**src/rtl/fetch_unit_pkg.sv**
```systemverilog
// fetch_unit_pkg: shared constants and types for the instruction-fetch stage.
//   RST_ENABLED      - active level of rst (synchronous reset)
//   DEF_RESET_PC     - default PC after reset
//   DEF_EXC_VECTOR   - default redirect target for an ID-stage exception
//   if_state_e       - fetch FSM state encodings (IF_FETCH / IF_WAIT / IF_FULL)
//   ifid_t           - one IF/ID entry {pc, instr}, also the skid-buffer entry
package fetch_unit_pkg;

    localparam logic        RST_ENABLED    = 1'b1;
    localparam logic [31:0] DEF_RESET_PC   = 32'h0040_0000;
    localparam logic [31:0] DEF_EXC_VECTOR = 32'h0040_0004;

    typedef enum logic [1:0] {
        IF_FETCH = 2'd0,
        IF_WAIT  = 2'd1,
        IF_FULL  = 2'd2
    } if_state_e;

    typedef struct packed {
        logic [31:0] pc;
        logic [31:0] instr;
    } ifid_t;

endpackage

```
**src/rtl/fetch_unit_if_id_reg.sv**
```systemverilog
// if_id_reg: IF/ID pipeline register.
//   clk, rst   - clock / synchronous reset
//   hold       - keep the current entry and valid bit (highest priority)
//   flush      - invalidate the entry (bubble); data keeps its last value
//   load       - capture load_data and mark valid
//   load_data  - entry to capture
//   valid      - entry holds a real instruction
//   data       - current entry
// With none of hold/flush/load asserted the entry goes invalid.
module if_id_reg
    import fetch_unit_pkg::*;
(
    input  logic  clk,
    input  logic  rst,
    input  logic  hold,
    input  logic  flush,
    input  logic  load,
    input  ifid_t load_data,
    output logic  valid,
    output ifid_t data
);

    always_ff @(posedge clk) begin
        if (rst == RST_ENABLED) begin
            valid <= 1'b0;
            data  <= '0;
        end else if (!hold) begin
            if (flush) begin
                valid <= 1'b0;
            end else if (load) begin
                valid <= 1'b1;
                data  <= load_data;
            end else begin
                valid <= 1'b0;
            end
        end
    end

endmodule

```
**src/rtl/fetch_unit.sv**
```systemverilog
// fetch_unit: instruction-fetch stage. Owns the PC, issues single-outstanding
// requests to instruction memory and loads the IF/ID register. Acts on the
// ID-stage branch/exception decision by redirecting the PC and squashing
// wrong-path fetches (no delay slot).
//   clk, rst                 - clock / synchronous active-high reset
//   stall                    - hazard unit: hold IF/ID, block redirect
//   is_branch, exception     - ID-stage redirect request (exception wins)
//   branch_target            - ID-stage computed target
//   imem_req, imem_addr      - fetch request (always accepted)
//   imem_rvalid, imem_rdata  - fetch response
//   id_valid, id_pc, id_instr- IF/ID register contents
module fetch_unit
    import fetch_unit_pkg::*;
#(
    parameter logic [31:0] RESET_PC   = DEF_RESET_PC,
    parameter logic [31:0] EXC_VECTOR = DEF_EXC_VECTOR
)(
    input  logic        clk,
    input  logic        rst,
    input  logic        stall,
    input  logic        is_branch,
    input  logic        exception,
    input  logic [31:0] branch_target,
    output logic        imem_req,
    output logic [31:0] imem_addr,
    input  logic        imem_rvalid,
    input  logic [31:0] imem_rdata,
    output logic        id_valid,
    output logic [31:0] id_pc,
    output logic [31:0] id_instr
);

    if_state_e   state;
    logic [31:0] pc;
    logic [31:0] req_pc;
    logic        squash;
    ifid_t       skid;

    logic        redirect;
    logic [31:0] tgt;
    logic        id_accept;
    logic        ifid_load;
    ifid_t       ifid_load_data;
    ifid_t       ifid_data;

    assign redirect  = id_valid & ~stall & (is_branch | exception);
    assign tgt       = exception ? EXC_VECTOR : branch_target;
    assign id_accept = ~stall | ~id_valid;

    // Request only from FETCH, and never while reset is held so that no
    // response can be in flight when the first post-reset request goes out.
    assign imem_req  = (rst != RST_ENABLED) && (state == IF_FETCH) && !redirect;
    assign imem_addr = pc;

    // IF/ID load source: the live response in WAIT, the skid buffer in FULL.
    always_comb begin
        ifid_load      = 1'b0;
        ifid_load_data = '{pc: req_pc, instr: imem_rdata};
        case (state)
            IF_WAIT: ifid_load = imem_rvalid & ~squash & ~redirect & id_accept;
            IF_FULL: begin
                ifid_load      = ~redirect & ~stall;
                ifid_load_data = skid;
            end
            default: ifid_load = 1'b0;
        endcase
    end

    always_ff @(posedge clk) begin
        if (rst == RST_ENABLED) begin
            state  <= IF_FETCH;
            pc     <= RESET_PC;
            req_pc <= '0;
            squash <= 1'b0;
            skid   <= '0;
        end else begin
            case (state)
                IF_FETCH: begin
                    if (redirect) begin
                        pc <= tgt;
                    end else begin
                        req_pc <= pc;
                        pc     <= pc + 32'd4;
                        state  <= IF_WAIT;
                    end
                end
                IF_WAIT: begin
                    if (imem_rvalid) begin
                        if (squash || redirect) begin
                            // Wrong-path response: drop it.
                            squash <= 1'b0;
                            if (redirect) pc <= tgt;
                            state <= IF_FETCH;
                        end else if (id_accept) begin
                            state <= IF_FETCH;
                        end else begin
                            skid  <= '{pc: req_pc, instr: imem_rdata};
                            state <= IF_FULL;
                        end
                    end else if (redirect) begin
                        // Request still in flight: remember to drop it.
                        squash <= 1'b1;
                        pc     <= tgt;
                    end
                end
                IF_FULL: begin
                    if (redirect) begin
                        pc    <= tgt;
                        state <= IF_FETCH;
                    end else if (!stall) begin
                        state <= IF_FETCH;
                    end
                end
                default: state <= IF_FETCH;
            endcase
        end
    end

    if_id_reg u_if_id_reg (
        .clk       (clk),
        .rst       (rst),
        .hold      (stall & id_valid),
        .flush     (redirect),
        .load      (ifid_load),
        .load_data (ifid_load_data),
        .valid     (id_valid),
        .data      (ifid_data)
    );

    assign id_pc    = ifid_data.pc;
    assign id_instr = ifid_data.instr;

endmodule

```
**config.mk**
```make
export PLATFORM = sky130hd
export DESIGN_NAME = fetch_unit
export DESIGN_NICKNAME = d
export VERILOG_FILES = /design/src/rtl/fetch_unit_pkg.sv /design/src/rtl/fetch_unit_if_id_reg.sv /design/src/rtl/fetch_unit.sv
export SDC_FILE = /design/constraint.sdc
export NUM_CORES = 1
export LEC_CHECK = 0
export ABC_CLOCK_PERIOD_IN_PS = 5700
export CORE_MARGIN = 5
export CORE_UTILIZATION = 45
export CTS_CLUSTER_SIZE = 30
export DETAILED_ROUTE_END_ITERATION = 12
export PLACE_DENSITY = 0.67
export SYNTH_ARGS = -nofsm -noshare
export SYNTH_HDL_FRONTEND = slang
export SYNTH_SLANG_ARGS = --single-unit
```
**constraint.sdc**
```tcl
create_clock -name clk -period 5.7 [get_ports clk]
set_clock_uncertainty 0.2 [all_clocks]
set_input_delay 1.14 -clock clk [delete_from_list [all_inputs] [get_ports clk]]
set_output_delay 1.14 -clock clk [all_outputs]
set_load 0.01 [all_outputs]
```
; ---- Yosys cells after proc, flatten, opt, wreduce, memory -nomap -nowiden
; Cells that the tools add are included.
[totals]
wordCells = 67
input_bits = 70
register_bits = 196
[op_classes]
n_reduce_logical = 13
eq_ne = 7
n_addsub = 1
mux = 20
bitwise_logic = 17
[op_table]
columns = cell, count
row1 = $mux 32, 5
row2 = $pmux 32 s3, 1
row3 = $mux 64, 1
row4 = $add 32x3->32 const B, 1
row5 = $mux 2, 6
row6 = $reduce_and 3->1, 3
row7 = $not 1->1, 8
row8 = $and 1x1->1, 7
row9 = $ne 3x3->1 const B, 2
row10 = $pmux 2 s3, 1
row11 = $mux 1, 5
row12 = $ne 2x2->1 const B, 2
row13 = $reduce_and 2->1, 2
row14 = $reduce_and 4->1, 1
row15 = $reduce_bool 3->1, 1
row16 = $eq 2x1->1 const B, 1
row17 = $eq 2x2->1 const B, 1
row18 = $logic_and 1x1->1, 2
row19 = $logic_not 2->1, 1
row20 = $ne 2x1->1 const B, 1
row21 = $or 1x1->1, 2
row22 = $pmux 1 s2, 1
row23 = $reduce_bool 2->1, 1
row24 = $logic_not 1->1, 1
row25 = $logic_or 1x1->1, 1

; ---- Depth between registers and ports, before layout
[depth]
ltp_word = 9
depth_mapped = 10
depth_no_buf = 7

; ---- Hierarchy
; Synthesis repeated with hierarchy kept, for this count alone.
[unflattened]
hier_cells = 1079
area_unflattened_um2 = 9380.2
[modules_own_cells]
columns = mod, area_each_um2, cells_per_inst, instances, seq_area_each_um2
row1 = fetch_unit, 6436.2, 798, 1, 2622.5
row2 = if_id_reg, 2944.1, 281, 1, 1301.2

; ---- Worst setup path after synthesis
; No wires, ideal clock.
[synth_timing]
kind = input to output
from = in is_branch
to = out imem_req
path_buffers = 2
setup_slack_ps = 2158
cell_stages = 6
arrival_time_ps = 2202
cell_sequence = or2_1 > buf_2 > nand2_1 > nand2_1 > clkbuf_1 > nor2_1
[synth_between]
elab_chain_len = 4
[synth_lines]
columns = element, line_no
row1 = start: declaration, fetch_unit.sv:21  ; input logic is_branch,
row2 = $or 1x1->1, fetch_unit.sv:46  ; assign redirect = id_valid & ~stall & (is_branch | exception);
row3 = $and 1x1->1, fetch_unit.sv:46
row4 = $logic_not 1->1, fetch_unit.sv:52  ; assign imem_req = (rst != RST_ENABLED) && (state == IF_FETCH) && !redirect;
row5 = $logic_and 1x1->1, fetch_unit.sv:52
row6 = end: declaration, fetch_unit.sv:24  ; output logic imem_req,
; No other way between the ends.

; ---- Worst setup path after layout
[layout_timing]
from = in stall
to = out imem_req
[layout_between]
elab_chain_len = 5
[layout_lines]
columns = element, line_no
row1 = start: declaration, fetch_unit.sv:20  ; input logic stall,
row2 = $not 1->1, fetch_unit.sv:46
row3 = $and 1x1->1 (2 in a row), fetch_unit.sv:46
row4 = $logic_not 1->1, fetch_unit.sv:52
row5 = $logic_and 1x1->1, fetch_unit.sv:52
; No other way between the ends.

==> results.txt <==
Outcome - completed
Slew margin rel. - 21.2%
Detailed Place HPWL - 15000 um
CP Data Required Time - 4.36 ns
Sink Count - 196
Slew Limit Fails - 0
Vias per Instance - 5.47
Worst skew pair latency - 0.44 ns
Crit path kind - input pin to output pin
DRT Pass-1 Iters - 5
Pleak - 3.45 nW
# Max-Cap Violations - 0
Cell area after layout - 10800 um2
Max H-tree Level - 4
Worst path arrival time - 3.28 ns
Largest net degree at the start of global routing - 109
Overflow after GRT - 0
Mapped Nets - 1100
Via count - 7591
Row count - 50
Starting Density - 45.6%
Synth async-reset ratio - 0%
Final setup TNS - 0 ns
Crit-path max cell delay - 0.70 ns
Worst Path Buf+Inv - 2
Hold Path Class - register to register
Area Growth Syn to Fin - 26.8%
Unrepaired setup endpoints after global routing - no
Initial DRC Count - 473
CTS resizes - 0
DRC - 0
Cts hold-fix bufs - 0
Setup violators final - 0
Synth Instances - 1025
Post-synth top area share - 46.2%
Flops & latches, synth - 196
Library cells used by synthesis - 57
Placed inst area - 10200 um2
Routed len/inst - 16.3 um
Fin nets - 1215
Synth top area cells - dfxtp_1 (46%), nand2_1 (9.5%), mux2i_1 (8.2%)
Postcts setup bufs - 0
Max Clock Freq - 216 MHz
# diodes - 0
Critical-path cell list - clkdlybuf4s50_1, and2b_1, nand2_1, nand2_1, nor2_1, clkdlybuf4s50_1
Clock Pin Slew Worst Setup and Hold Paths - 0.07 ns
CP max stage cell - clkdlybuf4s50_1
IO Pins - 168
Clock Tree Buf Depth - 2
CP Launch Type - input pin
Port Buffers - 167
EDFF count, synth - 0
Worst reg-to-reg setup slack - 2.64 ns
Peak supply drop - 0.246 mV
Fin crit share - 81.1%
Vias in the first global route - 7082
Layout cell share with drive strength beyond 1 - 5.03%
Dominant cell type by area after synthesis - dfxtp_1
Cts bufs inserted - 17
Routed Antenna Nets - 0
Synth Area per Inst - 8.29 um2
Die Area - 21700 um2
Syn. warnings - 0
Core ar. - 18600 um2
Post-route minimum period - 4.62 ns
Cell Area, Synth - 8500 um2
Initial antenna violation count - 0
Fin. Hold Viols - 0
Cell family with most CP delay - buffers and inverters
Worst-Margin Slew - 1.18 ns
Global-route wire length before repair - 36800 um
DRT Wirelength - 22600 um
Overall Global Routing Usage - 20.6%
Peak fanout along the critical path - 11
Sequential area share after synthesis - 46.2%
Pwr per Cell Area - 294 nW/um2
Die Ht - 147 um
CTS tree - built
Die width - 147 um
Final GP Congestion - 0.847
Clk root buf - clkbuf_16
CP Capture Type - output pin
Top FF cell, synth - dfxtp_1
through the flow:
| step | hold slack, ns | utilization [%] | cells | power [W] | setup slack, ns |
|---|---|---|---|---|---|
| 2_1_floorplan | 0.236 | - | 1025 | 0.00177 | 2.16 |
| 3_3_place_gp | 0.241 | 54.6 | 1355 | 0.00198 | 1.11 |
| 3_5_place_dp | 0.246 | 54.6 | 1355 | 0.00199 | 1.13 |
| 4_1_cts | 0.256 | 57.8 | 1387 | 0.00319 | 1.11 |
| 5_1_grt | 0.271 | 57.8 | 1387 | 0.00331 | 0.973 |
| 6_report | 0.252 | 57.8 | 1387 | 0.00317 | 1.08 |
kinds of logic (layout without fill, tap and decap cells):
logic type      count (synthesis)  after routing  synth area share [%]
simple gates                  393            393                  19.9
compound gates                267            267                  19.8
flops                         196            196                  46.2
buf+inv                        93            221                  5.01
mux                            71             71                  8.38
fa+ha+maj                       5              5                 0.736
layer usage:
layer	up-vias	track usage [%]	wire length, um
li1	3824	-	-
met1	3469	27.8	10300
met2	252	32.6	10500
met3	46	3.99	1200
met4	0	8.62	707
met5	-	0	0
worst register-to-register path, cell delays in order (launching register included):
cell and delay, ns:
dfxtp_1 0.35, inv_1 0.13, ha_4 0.57, inv_1 0.13, o21ai_0 0.18, and3_4 0.52, buf_4 0.55, nor2_1 0.10
a211oi_1 0.24
cells in the mapped netlist, types with 2 or more instances:
cell / instances
clkbuf_1: 35
nand3_2: 2
o21ai_1: 2
nor4_1: 2
a32oi_1: 2
nand2_1: 216
nand4_1: 14
a32o_1: 3
nor3_1: 18
a221oi_1: 5
or3_1: 3
o31ai_1: 3
buf_4: 8
o2bb2ai_1: 2
a311oi_1: 6
a211oi_1: 70
and2_1: 6
o22ai_1: 7
nand3b_1: 2
o21ai_0: 14
inv_1: 12
a22oi_1: 3
ha_1: 5
mux2i_1: 70
nand3_1: 8
buf_2: 37
dfxtp_1: 196
a21oi_1: 126
a31oi_1: 5
and3_1: 9
a21o_1: 8
nor2_1: 101
final cells by class:
class,instances,area [um2]
clock buffers,20,447
multi-input cells,736,4170
inverters,12,45.0
clock inverters,12,145
flip-flops and latches,196,3920
fillers,1694,7870
repair buffers,177,1750
well taps,234,293
report_power, final:
part           internal [W]  total, W  switching [W]
logic              0.000211  0.000450       0.000239
registers           0.00143   0.00151      0.0000742
clock network      0.000668   0.00121       0.000545
total               0.00231   0.00317       0.000858
registers in the layout (all words and copies together), names as in the netlist:
signal,count
req_pc,32
skid,64
u_if_id_reg.valid,1
imem_addr,32
state,2
u_if_id_reg.data,64
squash,1
cell usage in the layout (no fill, tap or decap), types with 12 or more instances in the layout:
cell type,n
nand2_1,216
dfxtp_1,196
clkdlybuf4s50_1,166
a21oi_1,126
nor2_1,101
mux2i_1,70
a211oi_1,70
nor3_1,18
clkbuf_16,17
o21ai_0,14
nand4_1,14
inv_1,12
final timing paths:
check        startpoint                    to  cells past startpoint
min reg2reg    skid[51]              skid[51]                      2
max               stall              imem_req                      6
min            skid[51]              skid[51]                      2
max reg2reg    state[0]  u_if_id_reg.data[61]                      8
Note: power is estimated with default switching activity, not from simulation.
